$ cat src/rtl/fp_pkg.sv
// Shared constants and types for the double -> int32 converter.
// FSM state, rounding modes, field widths, limits and fflags positions.
package fp_pkg;

    localparam logic [2:0] RM_RNE = 3'd0;
    localparam logic [2:0] RM_RTZ = 3'd1;
    localparam logic [2:0] RM_RDN = 3'd2;
    localparam logic [2:0] RM_RUP = 3'd3;
    localparam logic [2:0] RM_RMM = 3'd4;

    localparam int SIGN_W = 1;
    localparam int EXP_W  = 11;
    localparam int FRAC_W = 52;
    localparam int DBL_W  = SIGN_W + EXP_W + FRAC_W;

    localparam int EXP_BIAS = 1023;
    localparam logic [EXP_W-1:0] EXP_MAX = '1;

    localparam logic [31:0] S32_MAX = 32'h7FFF_FFFF;
    localparam logic [31:0] S32_MIN = 32'h8000_0000;
    localparam logic [31:0] U32_MAX = 32'hFFFF_FFFF;
    localparam logic [32:0] POS_LIM = 33'h0_7FFF_FFFF;
    localparam logic [32:0] NEG_LIM = 33'h0_8000_0000;

    typedef enum logic [1:0] {
        ST_IDLE,
        ST_ALIGN,
        ST_ROUND,
        ST_DONE
    } state_e;

    localparam int FF_NV = 1;
    localparam int FF_NX = 0;

endpackage

$ cat src/rtl/fp_cvt_w_d_if.sv
// Operand/result handshake bundle for fp_cvt_w_d.
// is_unsigned exists only when FP_CVT_UNSIGNED_EN is defined.
interface fp_cvt_w_d_if;
    import fp_pkg::*;

    logic             in_valid;
    logic             in_ready;
    logic [DBL_W-1:0] d;
    logic [2:0]       rm;
`ifdef FP_CVT_UNSIGNED_EN
    logic             is_unsigned;
`endif
    logic             out_valid;
    logic             out_ready;
    logic [31:0]      w;
    logic [1:0]       fflags;

`ifdef FP_CVT_UNSIGNED_EN
    modport master (
        output in_valid, d, rm, is_unsigned, out_ready,
        input  in_ready, out_valid, w, fflags
    );
    modport slave (
        input  in_valid, d, rm, is_unsigned, out_ready,
        output in_ready, out_valid, w, fflags
    );
`else
    modport master (
        output in_valid, d, rm, out_ready,
        input  in_ready, out_valid, w, fflags
    );
    modport slave (
        input  in_valid, d, rm, out_ready,
        output in_ready, out_valid, w, fflags
    );
`endif

endinterface

$ cat src/rtl/fp_round_inc.sv
// Round-increment decision on a magnitude with guard/sticky bits.
// Reserved rm encodings fall back to round-to-nearest-even.
module fp_round_inc
    import fp_pkg::*;
(
    input  logic       sign,
    input  logic       lsb,
    input  logic       guard,
    input  logic       sticky,
    input  logic [2:0] rm,
    output logic       inc
);

    logic lost;

    assign lost = guard | sticky;

    always_comb begin
        inc = 1'b0;
        case (rm)
            RM_RTZ:  inc = 1'b0;
            RM_RDN:  inc = sign & lost;
            RM_RUP:  inc = ~sign & lost;
            RM_RMM:  inc = guard;
            default: inc = guard & (sticky | lsb);
        endcase
    end

endmodule

$ cat src/rtl/fp_cvt_w_d.sv
// fcvt.w.d: IEEE double to int32, IDLE/ALIGN/ROUND/DONE FSM.
// FP_CVT_UNSIGNED_EN adds is_unsigned for fcvt.wu.d.
module fp_cvt_w_d
    import fp_pkg::*;
(
    input  logic          clk,
    input  logic          rst_n,
    fp_cvt_w_d_if.slave   io
);

    localparam logic signed [EXP_W+1:0] BIAS_S = (EXP_W+2)'(EXP_BIAS);

    state_e state_q, state_d;
    logic   cap_en, aln_en, rnd_en;

    logic [DBL_W-1:0] d_q;
    logic [2:0]       rm_q;
`ifdef FP_CVT_UNSIGNED_EN
    logic             uns_q;
`endif

    logic        sgn_q, grd_q, stk_q, nan_q, ovf_q;
    logic [31:0] int_q;
    logic [31:0] w_q;
    logic [1:0]  ff_q;

    // ---- FSM ----
    always_ff @(posedge clk or negedge rst_n) begin
        if (!rst_n) state_q <= ST_IDLE;
        else        state_q <= state_d;
    end

    always_comb begin
        state_d = state_q;
        case (state_q)
            ST_IDLE:  if (io.in_valid) state_d = ST_ALIGN;
            ST_ALIGN: state_d = ST_ROUND;
            ST_ROUND: state_d = ST_DONE;
            ST_DONE:  if (io.out_ready) state_d = ST_IDLE;
            default:  state_d = ST_IDLE;
        endcase
    end

    always_comb begin
        io.in_ready  = (state_q == ST_IDLE);
        io.out_valid = (state_q == ST_DONE);
        cap_en       = io.in_ready & io.in_valid;
        aln_en       = (state_q == ST_ALIGN);
        rnd_en       = (state_q == ST_ROUND);
    end

    // ---- ALIGN ----
    logic                    sgn_a;
    logic [EXP_W-1:0]        exp_a;
    logic [FRAC_W-1:0]       frac_a;
    logic signed [EXP_W+1:0] e_a;
    logic [83:0]             sh_a;
    logic [31:0]             int_a;
    logic                    grd_a, stk_a, nan_a, ovf_a;

    assign {sgn_a, exp_a, frac_a} = d_q;
    assign e_a  = $signed({2'b00, exp_a}) - BIAS_S;
    // 52 fraction bits below the binary point after shifting by e
    assign sh_a = {31'b0, 1'b1, frac_a} << e_a[4:0];

    always_comb begin
        int_a = '0;
        grd_a = 1'b0;
        stk_a = 1'b0;
        nan_a = 1'b0;
        ovf_a = 1'b0;
        if (exp_a == EXP_MAX) begin
            nan_a = |frac_a;
            ovf_a = ~|frac_a;
        end else if (exp_a == '0) begin
            stk_a = |frac_a;
        end else if (e_a >= 13'sd32) begin
            ovf_a = 1'b1;
        end else if (e_a >= 13'sd0) begin
            int_a = sh_a[83:52];
            grd_a = sh_a[51];
            stk_a = |sh_a[50:0];
        end else if (e_a == -13'sd1) begin
            grd_a = 1'b1;
            stk_a = |frac_a;
        end else begin
            stk_a = 1'b1;
        end
    end

    // ---- ROUND ----
    logic        inc;
    logic        lost;
    logic [32:0] mag;
    logic [31:0] sres;
    logic [31:0] w_r;
    logic [1:0]  ff_r;

    fp_round_inc u_round_inc (
        .sign   (sgn_q),
        .lsb    (int_q[0]),
        .guard  (grd_q),
        .sticky (stk_q),
        .rm     (rm_q),
        .inc    (inc)
    );

    assign lost = grd_q | stk_q;
    assign mag  = {1'b0, int_q} + {32'b0, inc};
    assign sres = sgn_q ? (~mag[31:0] + 32'd1) : mag[31:0];

    always_comb begin
        w_r  = '0;
        ff_r = '0;
`ifdef FP_CVT_UNSIGNED_EN
        if (uns_q) begin
            if (nan_q || (ovf_q && !sgn_q)) begin
                w_r         = U32_MAX;
                ff_r[FF_NV] = 1'b1;
            end else if (ovf_q) begin
                ff_r[FF_NV] = 1'b1;
            end else if (sgn_q) begin
                // negative input survives only if it rounds to zero
                if (mag != '0) ff_r[FF_NV] = 1'b1;
                else           ff_r[FF_NX] = lost;
            end else if (mag[32]) begin
                w_r         = U32_MAX;
                ff_r[FF_NV] = 1'b1;
            end else begin
                w_r         = mag[31:0];
                ff_r[FF_NX] = lost;
            end
        end else
`endif
        begin
            if (nan_q) begin
                w_r         = S32_MAX;
                ff_r[FF_NV] = 1'b1;
            end else if (ovf_q) begin
                w_r         = sgn_q ? S32_MIN : S32_MAX;
                ff_r[FF_NV] = 1'b1;
            end else if (!sgn_q && mag > POS_LIM) begin
                w_r         = S32_MAX;
                ff_r[FF_NV] = 1'b1;
            end else if (sgn_q && mag > NEG_LIM) begin
                w_r         = S32_MIN;
                ff_r[FF_NV] = 1'b1;
            end else begin
                w_r         = sres;
                ff_r[FF_NX] = lost;
            end
        end
    end

    // ---- datapath registers ----
    always_ff @(posedge clk or negedge rst_n) begin
        if (!rst_n) begin
            d_q   <= '0;
            rm_q  <= RM_RNE;
`ifdef FP_CVT_UNSIGNED_EN
            uns_q <= 1'b0;
`endif
            sgn_q <= 1'b0;
            int_q <= '0;
            grd_q <= 1'b0;
            stk_q <= 1'b0;
            nan_q <= 1'b0;
            ovf_q <= 1'b0;
            w_q   <= '0;
            ff_q  <= '0;
        end else begin
            if (cap_en) begin
                d_q   <= io.d;
                rm_q  <= io.rm;
`ifdef FP_CVT_UNSIGNED_EN
                uns_q <= io.is_unsigned;
`endif
            end
            if (aln_en) begin
                sgn_q <= sgn_a;
                int_q <= int_a;
                grd_q <= grd_a;
                stk_q <= stk_a;
                nan_q <= nan_a;
                ovf_q <= ovf_a;
            end
            if (rnd_en) begin
                w_q  <= w_r;
                ff_q <= ff_r;
            end
        end
    end

    assign io.w      = w_q;
    assign io.fflags = ff_q;

endmodule

$ cat src/flat_wrapper.sv
// flat-port wrapper written by rule: the top's interface ports become plain ports
module fp_cvt_w_d_flat import fp_pkg::*;
  (clk, rst_n, io_in_valid, io_d, io_rm, io_out_ready, io_in_ready, io_out_valid, io_w, io_fflags);
  fp_cvt_w_d_if io_i ();
  input  logic clk;
  input  logic rst_n;
  input wire logic [$bits(io_i.in_valid)-1:0] io_in_valid;
  input wire logic [$bits(io_i.d)-1:0] io_d;
  input wire logic [$bits(io_i.rm)-1:0] io_rm;
  input wire logic [$bits(io_i.out_ready)-1:0] io_out_ready;
  output wire logic [$bits(io_i.in_ready)-1:0] io_in_ready;
  output wire logic [$bits(io_i.out_valid)-1:0] io_out_valid;
  output wire logic [$bits(io_i.w)-1:0] io_w;
  output wire logic [$bits(io_i.fflags)-1:0] io_fflags;
  assign io_i.in_valid = io_in_valid;
  assign io_i.d = io_d;
  assign io_i.rm = io_rm;
  assign io_i.out_ready = io_out_ready;
  assign io_in_ready = io_i.in_ready;
  assign io_out_valid = io_i.out_valid;
  assign io_w = io_i.w;
  assign io_fflags = io_i.fflags;
  fp_cvt_w_d u_core (.clk(clk), .rst_n(rst_n), .io(io_i));
endmodule
$ cat config.mk
export PLATFORM = sky130hd
export DESIGN_NAME = fp_cvt_w_d_flat
export DESIGN_NICKNAME = d
export VERILOG_FILES = /design/src/rtl/fp_pkg.sv /design/src/rtl/fp_cvt_w_d_if.sv /design/src/rtl/fp_round_inc.sv /design/src/rtl/fp_cvt_w_d.sv /design/src/flat_wrapper.sv
export SDC_FILE = /design/constraint.sdc
export NUM_CORES = 1
export LEC_CHECK = 0
export BUFFER_PORTS_ARGS = -buffer_cell sky130_fd_sc_hd__buf_2
export CORE_MARGIN = 3
export CORE_UTILIZATION = 24
export CTS_CLUSTER_SIZE = 12
export DETAILED_ROUTE_END_ITERATION = 12
export PLACE_DENSITY = 0.38
export SLEW_MARGIN = 0
export SYNTH_ARGS = -nofsm -noshare
export SYNTH_HDL_FRONTEND = slang
export SYNTH_SLANG_ARGS = --single-unit
$ cat constraint.sdc
create_clock -name clk -period 4.78 [get_ports clk]
set_input_delay 0.956 -clock clk [delete_from_list [all_inputs] [get_ports clk]]
set_output_delay 0.956 -clock clk [all_outputs]
set_load 0.05 [all_outputs]
# Word level (Yosys, flattened, before mapping)
# Cells that the tools add are included.
[totals]
register_bits = 140
output_inout_bits = 36
inputBits = 71
elab_cells = 83
[op_classes]
eq_ne = 11
bitwise = 8
order_cmp = 4
reduce_logical = 9
add_sub_neg = 3
n_mux = 36
shifts = 1
[op_table]
columns = ["cell", "n"]
rows = [
  ["$mux 32", 10],
  ["$shl 53x5->84", 1],
  ["$reduce_or 52->1", 1],
  ["$reduce_or 51->1", 1],
  ["$add 32x1->33", 1],
  ["$gt 33x31->1 const B", 1],
  ["$gt 33x32->1 const B", 1],
  ["$add 32x1->32 const B", 1],
  ["$not 32->32", 1],
  ["$mux 1", 22],
  ["$eq 13x1->1 const B", 1],
  ["$ge 13x1->1 const B", 1],
  ["$ge 13x7->1 const B", 1],
  ["$sub 11x10->12 const B", 1],
  ["$eq 11x11->1 const B", 1],
  ["$logic_not 11->1", 1],
  ["$pmux 2 s4", 1],
  ["$eq 3x2->1 const B", 2],
  ["$and 1x1->1", 4],
  ["$eq 2x2->1 const B", 2],
  ["$mux 2", 2],
  ["$ne 2x2->1 const B", 2],
  ["$pmux 1 s4", 1],
  ["$eq 3x1->1 const B", 1],
  ["8 further kinds", 11],
]

# Depth between registers and ports, before layout
# Gate-level depths: netlist of run 1.
[logic_depth]
ltp_word = 11
depth_mapped = 19
depth_no_buf = 16

# Modules after synthesis
# From an unflattened synthesis of run 1, not the netlist that was laid out.
[hier_totals]
hier_cells = 1105
hier_area_um2 = 10077.2
[by_module_without_submodules]
columns = ["module", "n_inst", "seq_area_each_um2", "cells_per_inst", "area_per_inst_um2"]
rows = [
  ["fp_cvt_w_d", 1, 3503.4, 1098, 10022.1],
  ["fp_round_inc", 1, 0.0, 7, 55.1],
]

# Least setup slack after synthesis of run 1
# Ideal clock, no wire load.
[synth_path]
path_kind = "reg-to-reg"
start = "register u_core.sgn_q"
end = "register u_core.w_q[31], in the netlist u_core.io.w[31]"
period_less_slack_ns = 4.483
slack_ns = 0.297
path_stages_with_launch = 19
arrival_time_ns = 4.337
n_path_buf = 3
cell_sequence = "dfrtp_1 -> clkbuf_1 -> clkbuf_1 -> xnor2_1 -> nor3b_1 -> a21oi_1 -> nor2_1 -> ha_1 -> ha_1 -> and4_1 -> buf_2 -> nand2_2 -> o31a_1 -> nor4_2 -> o2111ai_1 -> or2_1 -> o41ai_4 -> or2b_2 -> o221ai_1"
[synth_via]
elab_chain_len = 11
elab_cells_between_ends = 18
cone_classes = "add/sub: 2; order compare: 2; mux: 7; bitwise: 4; reduce/logical: 3"
[synth_rtl]
columns = ["item", "line", "text"]
rows = [
  ["start, declared", "fp_cvt_w_d.sv:22", "logic sgn_q, grd_q, stk_q, nan_q, ovf_q;"],
  ["start signal, assigned", "fp_cvt_w_d.sv:180", "sgn_q <= sgn_a;"],
  ["$not 1->1", "fp_round_inc.sv:23", "RM_RUP: inc = ~sign & lost;"],
  ["$and 1x1->1", "fp_round_inc.sv:23", ""],
  ["$pmux 1 s4", "fp_round_inc.sv:20", "case (rm)"],
  ["$add 32x1->33", "fp_cvt_w_d.sv:109", "assign mag = {1'b0, int_q} + {32'b0, inc};"],
  ["$not 32->32", "fp_cvt_w_d.sv:110", "assign sres = sgn_q ? (~mag[31:0] + 32'd1) : mag[31:0];"],
  ["$add 32x1->32", "fp_cvt_w_d.sv:110", ""],
  ["$mux 32", "fp_cvt_w_d.sv:110", ""],
  ["$mux 32", "fp_cvt_w_d.sv:145", "end else if (sgn_q && mag > NEG_LIM) begin"],
  ["$mux 32", "fp_cvt_w_d.sv:142", "end else if (!sgn_q && mag > POS_LIM) begin"],
  ["$mux 32 *", "fp_cvt_w_d.sv:139", "end else if (ovf_q) begin"],
  ["$mux 32 *", "fp_cvt_w_d.sv:136", "if (nan_q) begin"],
  ["end signal, assigned", "fp_cvt_w_d.sv:188", "w_q <= w_r;"],
  ["end, declared", "fp_cvt_w_d.sv:24", "logic [31:0] w_q;"],
]
# Every way passes the cells marked *; elsewhere a longest branch is shown, timed or not.
# A chain may end at the register's enable or synchronous reset.

# Worst setup path in the final report of run 1
[layout_path]
start = "register u_core.rm_q[0]"
end = "register u_core.ff_q[0], in the netlist u_core.io.fflags[0]"
[layout_via]
elab_chain_len = 9
elab_cells_between_ends = 14
cone_classes = "add/sub: 1; order compare: 2; eq/ne: 4; mux: 5; reduce/logical: 2"
[layout_rtl]
columns = ["item", "line", "text"]
rows = [
  ["start, declared", "fp_cvt_w_d.sv:17", "logic [2:0] rm_q;"],
  ["start signal, assigned", "fp_cvt_w_d.sv:174", "rm_q <= io.rm;"],
  ["$eq 3x3->1, or another cell as far along", "fp_round_inc.sv:20", ""],
  ["$pmux 1 s4 *", "fp_round_inc.sv:20", ""],
  ["$add 32x1->33 *", "fp_cvt_w_d.sv:109", ""],
  ["$gt 33x32->1", "fp_cvt_w_d.sv:145", ""],
  ["$logic_and 1x1->1", "fp_cvt_w_d.sv:145", ""],
  ["$mux 1", "fp_cvt_w_d.sv:145", ""],
  ["$mux 1 *", "fp_cvt_w_d.sv:142", ""],
  ["$mux 1 *", "fp_cvt_w_d.sv:139", ""],
  ["$mux 1 *", "fp_cvt_w_d.sv:136", ""],
  ["end signal, assigned", "fp_cvt_w_d.sv:189", "ff_q <= ff_r;"],
  ["end, declared", "fp_cvt_w_d.sv:25", "logic [1:0] ff_q;"],
]
# Marked as above.

==> out/summary.txt, run 1 <==
outcome = completed
DR vias = 9118
most used cell, CP = o2111ai_1
Crit path arrival time = 4.74 ns
max-cap violation count = 0
post-synthesis async set-or-reset flop share = 100.0%
Core ar. = 42230 sq um
Slew @ Worst Pin = 1.015 ns
Yosys top cell by area = dfrtp_1
WL final = 34780 microns
vias in the first global route = 9050
Final #Nets = 1311
area grow syn2layout = 17.30%
Leakage = 4.939 nW
Crit Path Category = flop to flop
htree depth = 4
Worst-path clk slew = 0.06 ns
syn avg cell area = 9.008 sq um
TNS Setup = 0 ns
worst skew pair latency = 0.45 ns
Tmin final = 4.375 ns
crit path max fanout = 15
starting density of the core = 24.51%
first-pass GRT wire length = 54500 microns
GPL Wtd Cong = 0.8881
PD cells = 839.5 nW/um^2
Critical Path Stages = 15
total gr overflow = 0
area share of the largest cell type after synthesis = 33.85%
CP max stage delay = 0.42 ns
Ys Warns = 0
Pwr Total = 0.01019 W
CTS root buf = clkbuf_16
cell with the largest stage delay on the worst path = o41ai_4
Crit path max-delay family = simple AND/OR/NAND/NOR gates
mapped cell area = 10350 sq um
Mapped Cells = 1149
fraction of layout instances using a drive strength above 1 = 25.76%
Setup crit end kind = flop
fin. max-slew vios = 0
Filler Cells Inserted = 4537
min-delay worst type = flop to flop
Fmax achieved = 0.2286 GHz
Hold Buf Count CTS = 0
hold depth = 2
wire length per cell = 19.53 microns
port bufs = 106
Max VDD drop = 0.0003541 V
GRT Total Usage = 15.47%
RSZ-0062 raised after global routing = no
register area share after synthesis = 33.85%
worst path cell trace = xnor2_1 -> nor3b_1 -> a21oi_1 -> nor2_1 -> ha_1 -> and4_1 -> nand4_1 -> o31a_1 -> nor4_2 -> o2111ai_1 -> or2_1 -> o41ai_4 -> buf_4 -> o2111ai_1 -> o21ai_0
Max-Slew Margin vs Limit = 32.01%
drt initial violations = 610
die area = 45650 sq um
CTS tree = yes
#FFs+latches synth = 140
number of I/O pins = 107
r2r worst-path depth = 15
Die Span X = 213.7 microns
DIE HEIGHT = 213.7 microns
clk sinks = 140
drt pass-1 iters = 5
Final Hold Vio Count = 0
CP Launch Type = flop
Via density = 5.120
unique cell type count in the Yosys netlist = 76
DRC violation count after routing = 0
largest cells by area after synthesis = dfrtp_1 34%, mux2_2 10%, mux2i_1 5.1%, mux4_2 4.1%, xnor2_1 4.0%
CTS Buf Count = 17
number of antenna violations at the first check in global routing = 0
placement row count = 75
# setup viols final = 0
Crit path buffers/inverters = 1
Ant. Diodes = 0
commonest register cell after synthesis = dfrtp_1
CP required = 5.14 ns
pin count of the biggest net entering global routing = 87
Post-DP HPWL = 27040 microns
Post-DRT Antenna Nets = 0
post-synthesis net count = 1231
Post-synth EDFFs = 0
Final period util = 91.53%
clock tree buffer depth = 2
clk_skew = 0.01537 ns
## flip-flops by register name, summed over array words and instances, names as in the netlist, 2 cells and up
register,flops
u_core.state_q,2
u_core.d_q,64
u_core.io.w,32
u_core.io.fflags,2
u_core.rm_q,3
u_core.int_q,32
## synth_stat cells, drive strengths merged (4+ instances only)
cell type  count
dfrtp        140
mux4          19
and3           8
and2           9
buf           23
o31a           7
a31oi         11
mux2i         53
o41ai          7
and4           4
nor2         104
inv           57
o21ai         56
xor2          15
xnor2         47
or3            9
mux2          95
o2111ai        5
nor3          25
a21oi         52
nand4         25
o22ai         44
o221a          4
a22oi          4
nand2         85
clkbuf        57
nor4          38
nor2b          9
nand3         36
a32oi          6
ha            11
o31ai          9
a211oi        22
or2            8
## routing by layer
layer  part of all wire (%)  wire (microns)  vias up  track usage [%]
li1                       -               -     4431                -
met1                     46           16050     4466            20.36
met2                     48           16730      193            25.98
met3                    3.8            1322       28            3.204
met4                    1.9             667        0            4.102
met5                      0               0        -                0
## through the flow
step / util (%) / cells / hold slack, ns / worst slack [ns] / instance area [sq um]
6_report: 28.75 / 1781 / 0.4878 / 0.4047 / 12140
5_1_grt: 28.75 / 1781 / 0.5183 / 0.0005294 / 12140
4_1_cts: 28.70 / 1780 / 0.4943 / 0.1832 / 12120
3_5_place_dp: 27.32 / 1748 / 0.4785 / 0.2208 / 11540
3_3_place_gp: 27.32 / 1748 / 0.4694 / 0.2727 / 11540
2_1_floorplan: - / 1149 / 0.4737 / 0.2973 / 10350
## worst min-delay path: cells and delay by family (launching register included)
kind | cells | cell delay (ns)
flip-flops | 1 | 0.34
AND/OR/NAND/NOR | 2 | 0.11
## final timing paths
kind | slack (ns) | endpoint | startpoint
hold / removal | 0.49 | u_core.io.w[7] | u_core.io.w[7]
min in group asynchronous | 0.58 | u_core.io.w[29] | rst_n
setup / recovery | 0.40 | u_core.io.fflags[0] | u_core.rm_q[0]
setup reg to reg | 0.40 | u_core.io.fflags[0] | u_core.rm_q[0]
hold reg to reg | 0.49 | u_core.io.w[7] | u_core.io.w[7]
max in group asynchronous | 3.38 | u_core.int_q[15] | rst_n
## where the power goes
part / leakage, nW / total, W / switching [W] / internal [W]
combinational: 2.94 / 0.00661 / 0.00401 / 0.00260
clock: 0.273 / 0.00132 / 0.000538 / 0.000782
sequential: 1.73 / 0.00226 / 0.000591 / 0.00167
## area by class of cell
type / instances / area (sq um) / share of cell area (%)
clock inverter: 9 / 86.33 / 0.7111
sequential: 140 / 3505 / 28.87
multi-input combinational: 872 / 6351 / 52.31
tap: 539 / 674.4 / 5.555
inverter: 57 / 214.0 / 1.762
clock buffer: 23 / 498.0 / 4.102
timing repair buffer: 141 / 812.0 / 6.689
## logic make-up after synthesis
logic type	share of synthesized area [%]
AND/OR/NAND/NOR	18.51
adder cells (fa/ha/maj)	1.330
XOR/XNOR	5.247
multiplexers	19.60
flip-flops	33.85
buffers and inverters	5.355
AO/OA/AOI/OAI	16.11
## what timing repair did
item / 4_1_cts / 5_1_grt
buffers inserted: 0 / 1
resized for setup: 0 / 2
setup endpoints to repair: 0 / 34
## cell usage in the layout (no fill, tap or decap), types with 11 or more instances in the layout
| cell type | instances |
|---|---|
| a21oi_1 | 52 |
| xor2_1 | 14 |
| dfrtp_1 | 139 |
| clkbuf_16 | 17 |
| o21ai_0 | 54 |
| nor3_1 | 25 |
| nor2_1 | 103 |
| a31oi_1 | 11 |
| buf_2 | 105 |
| nand2_1 | 82 |
| mux2_2 | 95 |
| nor4_1 | 34 |
| mux4_2 | 19 |
| o22ai_1 | 44 |
| a211oi_1 | 20 |
| buf_4 | 34 |
| mux2i_1 | 53 |
| inv_1 | 56 |
| nand3_1 | 35 |
| xnor2_1 | 44 |
| nand4_1 | 25 |
Note: power is estimated with default switching activity, not from simulation.
==> run 2, diff against run 1 <==
- PLACE_DENSITY: 0.38 -> not set
- PLACE_DENSITY_LB_ADDON: not set -> 0.3
==> run 2 against run 1 <==
Against the previous run: sequential power barely moved; die area did not move; hold slack got worse by 0.0057 ns; sequential share of layout area barely moved; first-iteration DRC count rose by 18%; final cell count barely moved; non-clock buffer count fell by 1; worst setup slack got worse by 0.0081 ns; critical endpoint is now u_core.io.w[31]; largest power group unchanged.
==> out/summary.txt, run 2 (synthesized netlist as in run 1, its figures left out) <==
number of I/O pins = 107 (unchanged)
placement row count = 75 (unchanged)
most frequent cells in the layout = 139 x dfrtp_1, 105 x buf_2, 103 x nor2_1
worst skew pair latency = 0.45 ns (about the same)
TNS Setup = 0 ns (unchanged)
Crit Path Category = flop to flop
Final #Nets = 1310 (-0.076%)
DRC violation count after routing = 0 (unchanged)
WL final = 33090 microns (-4.8%)
Leakage = 4.962 nW (+0.45%)
max reg flops = 64 (unchanged)
Setup crit end kind = flop
crit path max fanout = 12 (-3)
Worst-path clk slew = 0.06 ns (about the same)
DP Cell Count = 1746 (-0.11%)
max-cap violation count = 0 (unchanged)
Final period util = 91.70% (+0.17 points)
outcome = completed
Final Hold Vio Count = 0 (unchanged)
Post-DRT Antenna Nets = 0 (unchanged)
Multi-input gate area = 6355 sq um (about the same)
clk_skew = 0.01517 ns (-0.0002078 ns)
fraction of layout instances using a drive strength above 1 = 25.62% (-0.14 points)
Fmax achieved = 0.2281 GHz (-0.19%)
Finished Layout Cells = 1780 (-0.056%)
Setup Slack @ Placement = 0.1923 ns (-0.02857 ns)
Post-DP HPWL = 25710 microns (-4.9%)
DR vias = 9105 (-0.14%)
CTS Buf Count = 17 (unchanged)
CTS tree = yes
Max VDD drop = 0.0003597 V (+1.6%)
PD cells = 831.5 nW/um^2 (-0.95%)
GPL Wtd Cong = 0.9154 (+3.1%)
GRT Total Usage = 14.56% (-0.91 points)
clk sinks = 140 (unchanged)
die area = 45650 sq um (unchanged)
min-delay worst type = flop to flop
Filler Cells Inserted = 4548 (+0.24%)
DIE HEIGHT = 213.7 microns (unchanged)
area grow syn2layout = 17.44%
Tmin final = 4.383 ns (+0.008149 ns)
wire length per cell = 18.59 microns (-4.8%)
RSZ-0062 raised after global routing = no
Hold Buf Count CTS = 0 (unchanged)
starting density of the core = 24.51% (unchanged)
commonest non-fill, non-tap cell in the layout = dfrtp_1
PnR worst setup slack = 0.3965 ns (-0.008149 ns)
Die Span X = 213.7 microns (unchanged)
number of antenna violations at the first check in global routing = 0 (unchanged)
CP Launch Type = flop
Ant. Diodes = 0 (unchanged)
Via density = 5.115 (about the same)
port bufs = 106 (unchanged)
# setup viols final = 0 (unchanged)
Core ar. = 42230 sq um (unchanged)
pin count of the biggest net entering global routing = 71 (-18%)
first-pass GRT wire length = 52070 microns (-4.5%)
Biggest register = u_core.d_q
CP required = 5.08 ns (-0.06 ns)
htree depth = 4 (unchanged)
vias in the first global route = 8936 (-1.3%)
Max-Slew Margin vs Limit = 44.19% (+12 points)
Slew @ Worst Pin = 0.8343 ns (-0.1806 ns)
clock tree buffer depth = 2 (unchanged)
total gr overflow = 0 (unchanged)
drt pass-1 iters = 5 (unchanged)
Crit path arrival time = 4.69 ns (-0.05 ns)
CTS root buf = clkbuf_16
fin. max-slew vios = 0 (unchanged)
drt initial violations = 720 (+18%)
flip-flop and latch area = 3505 sq um (unchanged)
run 2: power by group:
group | leakage, nW | internal [W] | switching (W)
clock | 0.307 | 0.000886 | 0.000512
sequential | 1.73 | 0.00167 | 0.000576
combinational | 2.92 | 0.00255 | 0.00391
run 2: layout make-up:
cell class	instances	area share [%]
clock buffer	25	4.159
clock inverter	7	0.9058
inverter	57	1.760
multi-input combinational	872	52.28
sequential	140	28.83
tap	539	5.548
timing repair buffer	140	6.516
run 2: worst paths after layout:
kind / start / end / slack, ns / depth (start not counted)
worst max-delay path: u_core.rm_q[0] / u_core.io.w[31] / 0.40 / 16
worst min register to register: u_core.io.w[18] / u_core.io.w[18] / 0.48 / 2
worst min-delay path: u_core.io.w[18] / u_core.io.w[18] / 0.48 / 2
max in group asynchronous: rst_n / u_core.d_q[4] / 3.24 / 2
min in group asynchronous: rst_n / u_core.io.w[31] / 0.52 / 1
worst max register to register: u_core.rm_q[0] / u_core.io.w[31] / 0.40 / 16
run 2: critical path: stages, from the launching register on:
cell       delay [ns]
dfrtp_1          0.40
xnor2_1          0.13
nor3b_1          0.26
a21oi_1          0.11
nor2_1           0.10
ha_1             0.23
ha_2             0.27
and4_1           0.35
nand2_2          0.20
o31a_1           0.37
nor4_2           0.38
o2111ai_1        0.25
or2_4            0.33
o41ai_4          0.32
buf_4            0.25
or2b_2           0.19
o221ai_1         0.12
run 2: through the flow:
step | power (W) | cell area, sq um | hold slack (ns) | utilization, %
2_1_floorplan | 0.006985 | 10350 | 0.4737 | -
3_3_place_gp | 0.008653 | 11510 | 0.4708 | 27.25
3_5_place_dp | 0.008694 | 11510 | 0.4745 | 27.25
4_1_cts | 0.01015 | 12120 | 0.4888 | 28.71
5_1_grt | 0.01089 | 12160 | 0.5062 | 28.79
6_report | 0.01011 | 12160 | 0.4821 | 28.79
run 2: what timing repair did:
item | in CTS | in global routing
buffers inserted | 0 | 2
setup endpoints to repair | 0 | 27
gates resized for setup | 0 | 4
run 2: per-layer routing:
metal,track usage [%],vias to the layer above,share of wire (%)
met5,0,-,0
met4,3.692,0,1.7
met3,2.736,34,4.4
met2,23.95,226,48
met1,19.82,4426,46
li1,-,4419,-
